===== src/rtl/shumaguan_rx.sv =====
// shumaguan_rx: receive-side monitor for a two-digit multiplexed 7-segment bus.
// Debounces the scanned {enable,discode} bus, decodes the segments back to BCD,
// assembles tens/ones into frames and flags illegal patterns or a stalled scan.
module shumaguan_rx #(
    parameter int STABLE_CNT     = 4,
    parameter int TIMEOUT        = 1000,
    parameter bit SEG_ACTIVE_LOW = 1'b0,
    parameter bit EN_ACTIVE_LOW  = 1'b1
) (
    input  logic       qclock,
    input  logic       reset,
    input  logic [6:0] discode,
    input  logic [1:0] enable,
    output logic [3:0] num1,
    output logic [3:0] num0,
    output logic       frame_valid,
    output logic       err,
    output logic       stalled
);
    localparam int SW = $clog2(STABLE_CNT + 1);
    localparam int TW = $clog2(TIMEOUT + 1);
    localparam logic [SW-1:0] STAB_MAX = SW'(STABLE_CNT);
    localparam logic [TW-1:0] TOUT_MAX = TW'(TIMEOUT);
    // XOR mask that turns the raw bus into active-high select/segment bits
    localparam logic [8:0] POL_MASK = {{2{EN_ACTIVE_LOW}}, {7{SEG_ACTIVE_LOW}}};

    typedef enum logic [1:0] {EMPTY, HAVE_ONES, HAVE_TENS} state_t;

    logic [8:0]    raw_bus;
    logic [8:0]    norm_bus;
    logic [1:0]    sel;
    logic [6:0]    seg;
    logic          dec_ok;
    logic [3:0]    dec_digit;
    logic          commit;

    logic [8:0]    sample_q, sample_d;
    logic [SW-1:0] stab_q, stab_d;
    logic [TW-1:0] tcnt_q, tcnt_d;
    logic [3:0]    pend0_q, pend0_d;
    logic [3:0]    pend1_q, pend1_d;
    logic [3:0]    num1_q, num1_d;
    logic [3:0]    num0_q, num0_d;
    logic          fv_q, fv_d;
    logic          err_q, err_d;
    logic          stalled_q, stalled_d;
    state_t        state_q, state_d;

    assign raw_bus = {enable, discode};

    genvar gi;
    generate
        for (gi = 0; gi < 9; gi++) begin : g_pol
            assign norm_bus[gi] = raw_bus[gi] ^ POL_MASK[gi];
        end
    endgenerate

    assign sel = norm_bus[8:7];
    assign seg = norm_bus[6:0];

    // Decode an active-high gfedcba pattern; {valid, digit}
    function automatic logic [4:0] seg_decode(input logic [6:0] s);
        logic [4:0] r;
        r = 5'h00;
        case (s)
            7'h3F:   r = {1'b1, 4'd0};
            7'h06:   r = {1'b1, 4'd1};
            7'h5B:   r = {1'b1, 4'd2};
            7'h4F:   r = {1'b1, 4'd3};
            7'h66:   r = {1'b1, 4'd4};
            7'h6D:   r = {1'b1, 4'd5};
            7'h7D:   r = {1'b1, 4'd6};
            7'h07:   r = {1'b1, 4'd7};
            7'h7F:   r = {1'b1, 4'd8};
            7'h6F:   r = {1'b1, 4'd9};
            default: r = 5'h00;
        endcase
        return r;
    endfunction

    assign {dec_ok, dec_digit} = seg_decode(seg);

    // Stability counter: restart on any change, saturate once the value has settled
    always_comb begin
        sample_d = raw_bus;
        if (raw_bus != sample_q) begin
            stab_d = SW'(1);
        end else if (stab_q == STAB_MAX) begin
            stab_d = stab_q;
        end else begin
            stab_d = stab_q + SW'(1);
        end
    end

    // A commit happens only on the edge the counter first reaches the threshold
    assign commit = (stab_d == STAB_MAX) && (stab_q != STAB_MAX);

    // Frame FSM, digit capture, error pulse and scan-timeout bookkeeping
    always_comb begin
        state_d = state_q;
        pend0_d = pend0_q;
        pend1_d = pend1_q;
        num1_d  = num1_q;
        num0_d  = num0_q;
        fv_d    = 1'b0;
        err_d   = 1'b0;
        tcnt_d  = (tcnt_q == TOUT_MAX) ? tcnt_q : tcnt_q + TW'(1);
        if (commit) begin
            if (sel == 2'b00) begin
                // blank phase still proves the scan is alive
                tcnt_d = '0;
            end else if (sel == 2'b11 || !dec_ok) begin
                err_d = 1'b1;
            end else begin
                tcnt_d = '0;
                if (sel == 2'b01) begin
                    if (state_q == HAVE_TENS) begin
                        num1_d  = pend1_q;
                        num0_d  = dec_digit;
                        fv_d    = 1'b1;
                        state_d = EMPTY;
                    end else begin
                        pend0_d = dec_digit;
                        state_d = HAVE_ONES;
                    end
                end else begin
                    if (state_q == HAVE_ONES) begin
                        num1_d  = dec_digit;
                        num0_d  = pend0_q;
                        fv_d    = 1'b1;
                        state_d = EMPTY;
                    end else begin
                        pend1_d = dec_digit;
                        state_d = HAVE_TENS;
                    end
                end
            end
        end
        stalled_d = (tcnt_d == TOUT_MAX);
    end

    // State registers with asynchronous clear
    always_ff @(posedge qclock or posedge reset) begin
        if (reset) begin
            sample_q  <= '0;
            stab_q    <= '0;
            tcnt_q    <= '0;
            pend0_q   <= '0;
            pend1_q   <= '0;
            num1_q    <= '0;
            num0_q    <= '0;
            fv_q      <= 1'b0;
            err_q     <= 1'b0;
            stalled_q <= 1'b0;
            state_q   <= EMPTY;
        end else begin
            sample_q  <= sample_d;
            stab_q    <= stab_d;
            tcnt_q    <= tcnt_d;
            pend0_q   <= pend0_d;
            pend1_q   <= pend1_d;
            num1_q    <= num1_d;
            num0_q    <= num0_d;
            fv_q      <= fv_d;
            err_q     <= err_d;
            stalled_q <= stalled_d;
            state_q   <= state_d;
        end
    end

    assign num1        = num1_q;
    assign num0        = num0_q;
    assign frame_valid = fv_q;
    assign err         = err_q;
    assign stalled     = stalled_q;

endmodule


===== config.mk =====
export PLATFORM = sky130hd
export DESIGN_NAME = shumaguan_rx
export DESIGN_NICKNAME = d
export VERILOG_FILES = /design/src/rtl/shumaguan_rx.sv
export SDC_FILE = /design/constraint.sdc
export NUM_CORES = 1
export LEC_CHECK = 0
export CAP_MARGIN = 30
export CORE_ASPECT_RATIO = 1.5
export CORE_MARGIN = 4
export CORE_UTILIZATION = 43
export CTS_CLUSTER_SIZE = 30
export DETAILED_ROUTE_END_ITERATION = 8
export PLACE_DENSITY = 0.74
export SYNTH_ARGS = -nofsm -noshare
export SYNTH_HDL_FRONTEND = slang
export SYNTH_SLANG_ARGS = --single-unit
export TNS_END_PERCENT = 1

===== constraint.sdc =====
create_clock -name qclock -period 2.5 [get_ports qclock]
set_input_delay 0.5 -clock qclock [delete_from_list [all_inputs] [get_ports qclock]]
set_output_delay 0.5 -clock qclock [all_outputs]
set_load 0.01 [all_outputs]

# Yosys cells after proc, flatten, opt, wreduce, memory -nomap -nowiden
# Index checks and enable logic that the tools add are counted.
# classes
addsub,2
eq_ne,21
muxes,25
bitwise,7
reduce_logical,9
# op_table
cell,count
5-bit case mux with 10 select lines,1
"7-bit == test, second input constant",7
10-bit two-way mux,4
4-bit two-way mux,6
"10-bit == test, second input constant",2
5-bit AND reduction,3
"7-bit by 3-bit == test with 1-bit output, second input constant",2
"10-bit by 1-bit adder with 10-bit output, second input constant",1
1-bit two-way mux,10
9-bit inequality test,1
"7-bit by 6-bit == test with 1-bit output, second input constant",1
1-bit NOT,7
"3-bit == test, second input constant",2
3-bit two-way mux,2
"2-bit by 1-bit == test with 1-bit output, second input constant",2
"2-bit == test, second input constant",2
2-bit two-way mux,2
"3-bit by 1-bit adder with 3-bit output, second input constant",1
"3-bit inequality test, second input constant",1
3-bit AND reduction,1
2-bit logical NOT,1
"2-bit by 1-bit inequality test with 1-bit output, second input constant",1
2-bit nonzero test,1
1-bit logical AND,1
other kinds (2),2
# word_totals
register_bits,43
input_bits,11
output_inout_bits,11
word_cells,75

# Logic depth before layout (Yosys ltp)
# Gate-level depths: netlist of the first run.
# logic_depth
depth_word,8
ltp_mapped,8
mapped_depth_nobuf,7

# Worst setup path after synthesis of the first run
# Ideal clock, no wire load.
# synth_path
path_kind,flip-flop to flip-flop
startpoint,reg stab_q[0]
endpoint,reg pend1_q[0]
setup_time_ns,0.125
arrival_time_ns,2.236
required_ns,2.375
setup_slack_ns,0.139
stages_incl_launch_ff,8
path_buffers,0
synth_period_minus_slack_ns,2.361
path_cell_list,dfrtp_1 inv_1 ha_1 or3b_1 a211oi_2 nand4_4 a2111oi_4 mux2_2
# synth_via
elab_chain_cells,6
word_cells_on_any_way,8
classes_between,1 x add/sub; 3 x eq/ne; 2 x mux; 2 x reduce/logical
# synth_rtl
item,line_no,source
from (decl),38,"logic [SW-1:0] stab_q, stab_d;"
from (signal assigned),158,stab_q <= stab_d;
3-bit by 1-bit adder with 3-bit output / 3-bit == test (equally long branches),"91, 88",
3-bit two-way mux,88,end else if (stab_q == STAB_MAX) begin
3-bit two-way mux,86,if (raw_bus != sample_q) begin
3-bit == test,96,assign commit = (stab_d == STAB_MAX) && (stab_q != STAB_MAX);
1-bit logical AND (*),96,
5-bit AND reduction (no source line) (*),-,
to (signal assigned),161,pend1_q <= pend1_d;
to (decl),41,"logic [3:0] pend1_q, pend1_d;"
# Mark *: on every way between the ends. The rest lies on a longest branch, timed or not.
# A chain may end at the register's enable or synchronous reset.

# Worst setup path in the final report of the first run
# layout_path
startpoint,in discode[6]
endpoint,"reg num0_q[2], in the netlist num0[2]"
# layout_via
elab_chain_cells,6
word_cells_on_any_way,21
classes_between,12 x eq/ne; 4 x mux; 1 x bitwise; 4 x reduce/logical
# layout_rtl
item,line_no,source
from (decl),12,"input logic [6:0] discode,"
7-bit == test (tied with other cells),65,case (s)
5-bit case mux with 10 select lines,65,
1-bit logical NOT,112,end else if (sel == 2'b11 || !dec_ok) begin
1-bit logical OR,112,
1-bit NOT (no source line),-,
5-bit AND reduction (no source line),-,
to (signal assigned),163,num0_q <= num0_d;
to (decl),43,"logic [3:0] num0_q, num0_d;"
# Parallel ways exist; a longest one is shown, timed or not. The select of a mux whose other input is x is not followed.

==> results.cfg, run 1 <==
[status]
status = finished clean

[yosys]
syn_area_per_cell_um2 = 10.6
syn-num-nets = 234
synth.distinct_cells = 45
synth-seq-area-share_pct = 46.4
ys_seq_elements = 43
syn_inst = 219
netlist_area_um2 = 2320
ys_warn_count = 0

[finish]
diodes = 0
final_cell_mix = dfrtp_1 (43), buf_4 (36), nor2_1 (22), nand2_1 (20), clkdlybuf4s50_1 (20)
layout-drive-gt1-share_pct = 27.0
final_area_um2 = 3000
final_common_cell = dfrtp_1
finalNetCount = 292
area_growth_syn_to_layout_pct = 29.2
fill_cells = 464

[clock_tree]
htreeDepth = 2
clk_path_buf_depth = 2
holdBufCountCts = 0
cts_buffers = 5
cts.sinks = 43
clkTransAtPathRegs_ns = 0.08
cts_tree = done
clock_latency_ns = 0.30
cts-root-buf = clkbuf_8

[sta]
setup_violations = 0
finalHoldViolCount = 0
fmax_mhz = 409
relSlewSlack_pct = 63.4
slew_viol_final = 0
rsz0062_at_grt = yes
clock_skew_ns = 0.0109
finalCritPeriodShare_pct = 97.9
period_needed_ns = 2.45
tightestPinTransition_ns = 0.549

[grt]
first_global_vias = 1997
gr-total-overflow = 0
grt_first_pass_wirelength_um = 8490
grtUsageTotal_pct = 16.2
grt_max_degree = 44
antenna_found_initial = 0

[critical_path]
crit_fanout = 5
cp_cell_sequence = clkdlybuf4s50_1 > or3b_1 > o32ai_2 > a211oi_4 > nor3_4 > buf_4 > mux2_2
end_kind = register
crit_buf_inv = 2
max_stage_delay_ns = 0.54
required_ns = 2.69
critical_path_class = in2reg
cpMaxStageDelayCell = clkdlybuf4s50_1
worstPathArrival_ns = 2.63
critPathLaunchType = primary input
cp_top_family = buffers and inverters

[place]
hpwlAfterDp_um = 3590
post_dp_cell_area_um2 = 2830
io_buffers = 21
gp_congestion = 0.880

[detailed_routing]
drt-wirelength-per-cell_um = 13.9
drtPass1Iterations = 4
final_antenna_net_count = 0
drt-total-wl_um = 4800
drc = 0
vias_per_cell = 5.25
drtIter0Drc = 63
vias = 1815

[floorplanning]
ios = 22
placeableCoreArea_um2 = 5200
rows = 32
start_util_pct = 44.5
dieWidth_um = 68.0
die_area_um2 = 6650
die_y_um = 97.9

[hold_path]
hp-class = in2reg

[pwr]
p_leak_uw = 0.00134
power.density_nw_per_um2 = 494
p_total_uw = 1480
ir_drop_v = 0.000406

[run]
max_cap_viol_count = 0
[path summary, 6_finish.rpt]
check	startpoint	to	slack, ns	depth (start not counted)
worst max-delay path	discode[6]	num0[2]$_DFFE_PP0P_	0.05	7
worst min-delay path	discode[4]	sample_q[4]$_DFF_PP0_	0.44	1
worst max register to register	stab_q[0]$_DFF_PP0_	pend1_q[3]$_DFFE_PP0P_	0.07	7
worst min register to register	num0[1]$_DFFE_PP0P_	num0[1]$_DFFE_PP0P_	0.50	1
max in group asynchronous	reset	err$_DFF_PP0_	1.48	3
min in group asynchronous	reset	sample_q[3]$_DFF_PP0_	0.64	3
[metal layers]
layer | track usage, % | part of all wire [%] | vias up | routed length (um)
li1 | - | - | 876 | -
met1 | 17.6 | 39 | 883 | 1850
met2 | 28.4 | 55 | 42 | 2650
met3 | 3.57 | 3.2 | 14 | 152
met4 | 7.96 | 3.0 | 0 | 143
met5 | 0 | 0 | - | 0
[registers in the layout, summed over array words and instances, names as in the netlist]
| register | flops |
|---|---|
| err | 1 |
| num1 | 4 |
| stalled | 1 |
| stab_q | 3 |
| sample_q | 9 |
| pend1_q | 4 |
| state_q | 2 |
| frame_valid | 1 |
| tcnt_q | 10 |
| num0 | 4 |
| pend0_q | 4 |
[layout make-up]
class                           count  area (um^2)  area share (%)
Clock buffer                        6         72.6            2.42
Clock inverter                      2         60.1            2.00
Inverter                           11         41.3            1.38
Multi-Input combinational cell    158         1170            39.0
Sequential cell                    43         1080            35.9
Tap cell                           68         85.1            2.84
Timing Repair Buffer               58          494            16.5
[report_power, final]
| group | internal [uW] | switching [uW] | total (uW) |
|---|---|---|---|
| clock | 399 | 239 | 639 |
| combinational | 62.6 | 72.3 | 135 |
| sequential | 702 | 3.23 | 706 |
[cells in the mapped netlist]
cell type / instances / area (um^2)
a211oi_4: 1 / 20.0
a21oi_1: 5 / 25.0
o2bb2ai_1: 2 / 17.5
dfrtp_1: 43 / 1080
nand4_4: 1 / 21.3
and4_1: 1 / 8.76
mux2_2: 18 / 203
mux2i_1: 2 / 20.0
nor4_2: 1 / 12.5
nor3b_1: 1 / 7.51
buf_2: 5 / 25.0
o41ai_1: 2 / 17.5
clkbuf_1: 1 / 3.75
a32oi_1: 1 / 8.76
or4_1: 1 / 7.51
nor4_4: 1 / 21.3
o211ai_1: 1 / 7.51
nor3_4: 1 / 16.3
inv_1: 11 / 41.3
buf_4: 1 / 7.51
a211oi_2: 1 / 12.5
or3b_1: 2 / 17.5
nand3_1: 5 / 25.0
nor2b_1: 2 / 12.5
a211oi_1: 1 / 7.51
a32o_1: 1 / 10.0
xor2_1: 12 / 105
nor3_1: 10 / 50.1
xnor2_1: 8 / 70.1
o32ai_2: 1 / 16.3
nor2_1: 22 / 82.6
a2111oi_4: 1 / 27.5
and3_2: 1 / 7.51
ha_1: 4 / 50.1
and4b_1: 1 / 10.0
nand2b_1: 7 / 43.8
nand3b_1: 1 / 7.51
mux2_1: 1 / 11.3
nand4_1: 5 / 31.3
a31o_2: 1 / 8.76
o21ai_0: 8 / 40.0
nand4b_1: 1 / 8.76
or3_2: 1 / 7.51
and3_1: 2 / 12.5
nand2_1: 20 / 75.1
[repair_timing]
action / CTS / global route
pin swaps: 2 / 4
endpoints found under the hold margin: 0 / 0
gates cloned: 0 / 0
buffers inserted: 3 / 1
endpoints found under the setup margin: 4 / 10
gates resized for setup: 0 / 4
[metrics by stage]
| stage | utilization (%) | worst slack (ns) | cells | TNS (ns) | hold slack [ns] |
|---|---|---|---|---|---|
| finish | 57.6 | 0.0534 | 346 | 0 | 0.441 |
| detailed placement | 54.3 | -0.393 | 334 | -6.57 | 0.483 |
| global route | 57.6 | -0.0350 | 346 | -0.185 | 0.450 |
| floorplan | - | 0.139 | 219 | 0 | 0.477 |
| global placement | 54.3 | -0.346 | 334 | -5.60 | 0.473 |
| CTS | 57.3 | 0.0236 | 345 | 0 | 0.501 |
[kinds of logic (layout without fill, tap and decap cells)]
| kind of cell | after synthesis | after routing | share of synthesized area (%) |
|---|---|---|---|
| and+or+nand+nor | 87 | 87 | 21.0 |
| DFF | 43 | 43 | 46.4 |
| AOI/OAI and AO/OA | 26 | 26 | 9.45 |
| xor gates and xnor gates | 20 | 20 | 7.56 |
| buffers and inverters | 18 | 77 | 3.35 |
| adders and majority gates | 4 | 4 | 2.16 |
| muxes | 21 | 21 | 10.1 |
[worst reg2reg max path, stage by stage, from the launching register on]
cell and delay [ns]:
dfrtp_1 0.39, inv_2 0.06, ha_2 0.18, or3b_1 0.39, a211oi_2 0.30, nand4_4 0.20
a2111oi_4 0.44, mux2_2 0.38
Note: power is estimated with default switching activity, not from simulation.
==> run 2, diff against run 1 <==
--- a/config.mk
+++ b/config.mk
@@ -13,4 +13,5 @@
 export DETAILED_ROUTE_END_ITERATION = 8
 export PLACE_DENSITY = 0.74
+export SLEW_MARGIN = 0
 export SYNTH_ARGS = -nofsm -noshare
 export SYNTH_HDL_FRONTEND = slang
==> constraint.sdc (replaced) <==
create_clock -name qclock -period 2.5 [get_ports qclock]
set_input_delay 0.5 -clock qclock [delete_from_list [all_inputs] [get_ports qclock]]
set_output_delay 0.5 -clock qclock [all_outputs]
set_load 0.1 [all_outputs]
==> results.cfg, run 2 (synthesis results as in run 1) <==
[grt]
grtUsageTotal_pct = 15.8
gr-total-overflow = 0
first_global_vias = 1859
grt_first_pass_wirelength_um = 8360
grt_max_degree = 44
antenna_found_initial = 0

[critical_path]
end_kind = register
cp_cell_sequence = inv_2 > ha_4 > or3b_4 > a211oi_4 > nand4_4 > a2111oi_4 > mux2_4
crit_fanout = 4
max_stage_delay_ns = 0.58
worstRegToRegCells = 7
required_ns = 2.68
critical_path_class = reg2reg
worstPathArrival_ns = 2.69
cpMaxStageDelayCell = a2111oi_4
critPathLaunchType = register

[clock_tree]
clkTransAtPathRegs_ns = 0.08
cts_buffers = 5
clk_path_buf_depth = 2
cts.sinks = 43
htreeDepth = 2
clock_latency_ns = 0.29
cts_tree = done
cts-root-buf = clkbuf_8

[floorplanning]
dieWidth_um = 68.0
start_util_pct = 44.5
die_y_um = 97.9
ios = 22
rows = 32
placeableCoreArea_um2 = 5200
die_area_um2 = 6650

[detailed_routing]
drt-wirelength-per-cell_um = 14.1
drc = 0
drtIter0Drc = 84
vias = 1853
final_antenna_net_count = 0
drtPass1Iterations = 4
vias_per_cell = 5.28
drt-total-wl_um = 4960

[sta]
finalCritPeriodShare_pct = 101
finalHoldViolCount = 0
setup_ws_ns = -0.0128
relSlewSlack_pct = 63.4
period_needed_ns = 2.51
rsz0062_at_grt = yes
clock_skew_ns = 0.00800
slew_viol_final = 0
setup_violations = 4
fmax_mhz = 398
tightestPinTransition_ns = 0.548

[place]
hpwlAfterDp_um = 3660
gp_congestion = 0.856
io_buffers = 21
post_dp_cell_area_um2 = 2810

[finish]
diodes = 0
finalNetCount = 297
layout-drive-gt1-share_pct = 34.3
area_growth_syn_to_layout_pct = 32.5
final_cell_mix = buf_4 (52), dfrtp_1 (43), nor2_1 (22), nand2_1 (20), mux2_2 (14)
fill_cells = 444
final_area_um2 = 3070
final_common_cell = buf_4
largest_reg_flops = 10
largestRegisters = tcnt_q (10), sample_q (9)
largest-register = tcnt_q

[pwr]
p_sw_share_pct = 21.3
clock_power_share_pct = 42.9
p_total_uw = 1480
p_switching_uw = 317
p_leak_uw = 0.00141
pwr-share-comb_pct = 9.6
p_seq_share_pct = 47.5
power.density_nw_per_um2 = 483
ir_drop_v = 0.000338
internal-power_uw = 1170

[hold_path]
hp-class = in2reg
holdPathStages = 1

[status]
status = finished, violations left
violations = negative setup slack

[run]
max_cap_viol_count = 0
-- run 2: cell type report --
type | count | area [um^2] | area share, %
tap | 68 | 85.1 | 2.77
multi-input combinational | 158 | 1230 | 40.1
clock buffer | 6 | 72.6 | 2.36
sequential | 43 | 1080 | 35.0
timing repair buffer | 63 | 507 | 16.5
clock inverter | 2 | 60.1 | 1.95
inverter | 11 | 41.3 | 1.34
-- run 2: per-stage QoR --
| step | TNS (ns) | hold WS [ns] | setup slack (ns) | util (%) | std cells |
|---|---|---|---|---|---|
| floorplan | 0 | 0.477 | 0.139 | - | 219 |
| global placement | -5.68 | 0.475 | -0.345 | 54.0 | 336 |
| detailed placement | -6.34 | 0.487 | -0.386 | 54.0 | 336 |
| CTS | 0 | 0.505 | 0.0105 | 56.9 | 346 |
| global route | -0.237 | 0.448 | -0.0617 | 59.0 | 351 |
| finish | -0.0322 | 0.444 | -0.0128 | 59.0 | 351 |
-- run 2: routing by layer --
layer	up-vias	GRT usage, %	part of all wire (%)
met1	921	18.5	38
met4	0	6.28	2.1
met2	36	27.8	57
met3	10	2.53	3.1
met5	-	0	0
li1	886	-	-
-- run 2: critical path, delay by kind of cell (launching register included) --
kind / cells / cell delay [ns]
mux: 1 / 0.35
fa+ha+maj: 1 / 0.15
compound gates: 2 / 0.86
simple gates: 2 / 0.58
flops: 1 / 0.39
buf+inv: 1 / 0.07
-- run 2: worst paths after layout --
check | startpoint | endpoint | slack, ns
setup / recovery | stab_q[0]$_DFF_PP0_ | pend1_q[3]$_DFFE_PP0P_ | -0.01
hold / removal | discode[4] | sample_q[4]$_DFF_PP0_ | 0.44
setup reg to reg | stab_q[0]$_DFF_PP0_ | pend1_q[3]$_DFFE_PP0P_ | -0.01
hold reg to reg | num0[1]$_DFFE_PP0P_ | num0[1]$_DFFE_PP0P_ | 0.50
max in group asynchronous | reset | pend0_q[2]$_DFFE_PP0P_ | 1.49
min in group asynchronous | reset | sample_q[6]$_DFF_PP0_ | 0.64
-- run 2: power by group through the flow --
stage	Clock (uW)	Sequential, uW	Combinational (uW)
2_1_floorplan	0	719	66.1
3_3_place_gp	0	719	135
3_5_place_dp	0	720	138
4_1_cts	647	706	139
5_1_grt	670	707	157
6_report	636	706	143
-- run 2: timing repair --
item	in CTS	in global routing
pin swaps	2	6
hold buffers	0	0
cloned	0	0
buffers inserted	2	5
setup endpoints to repair	4	15
gates resized for setup	0	18
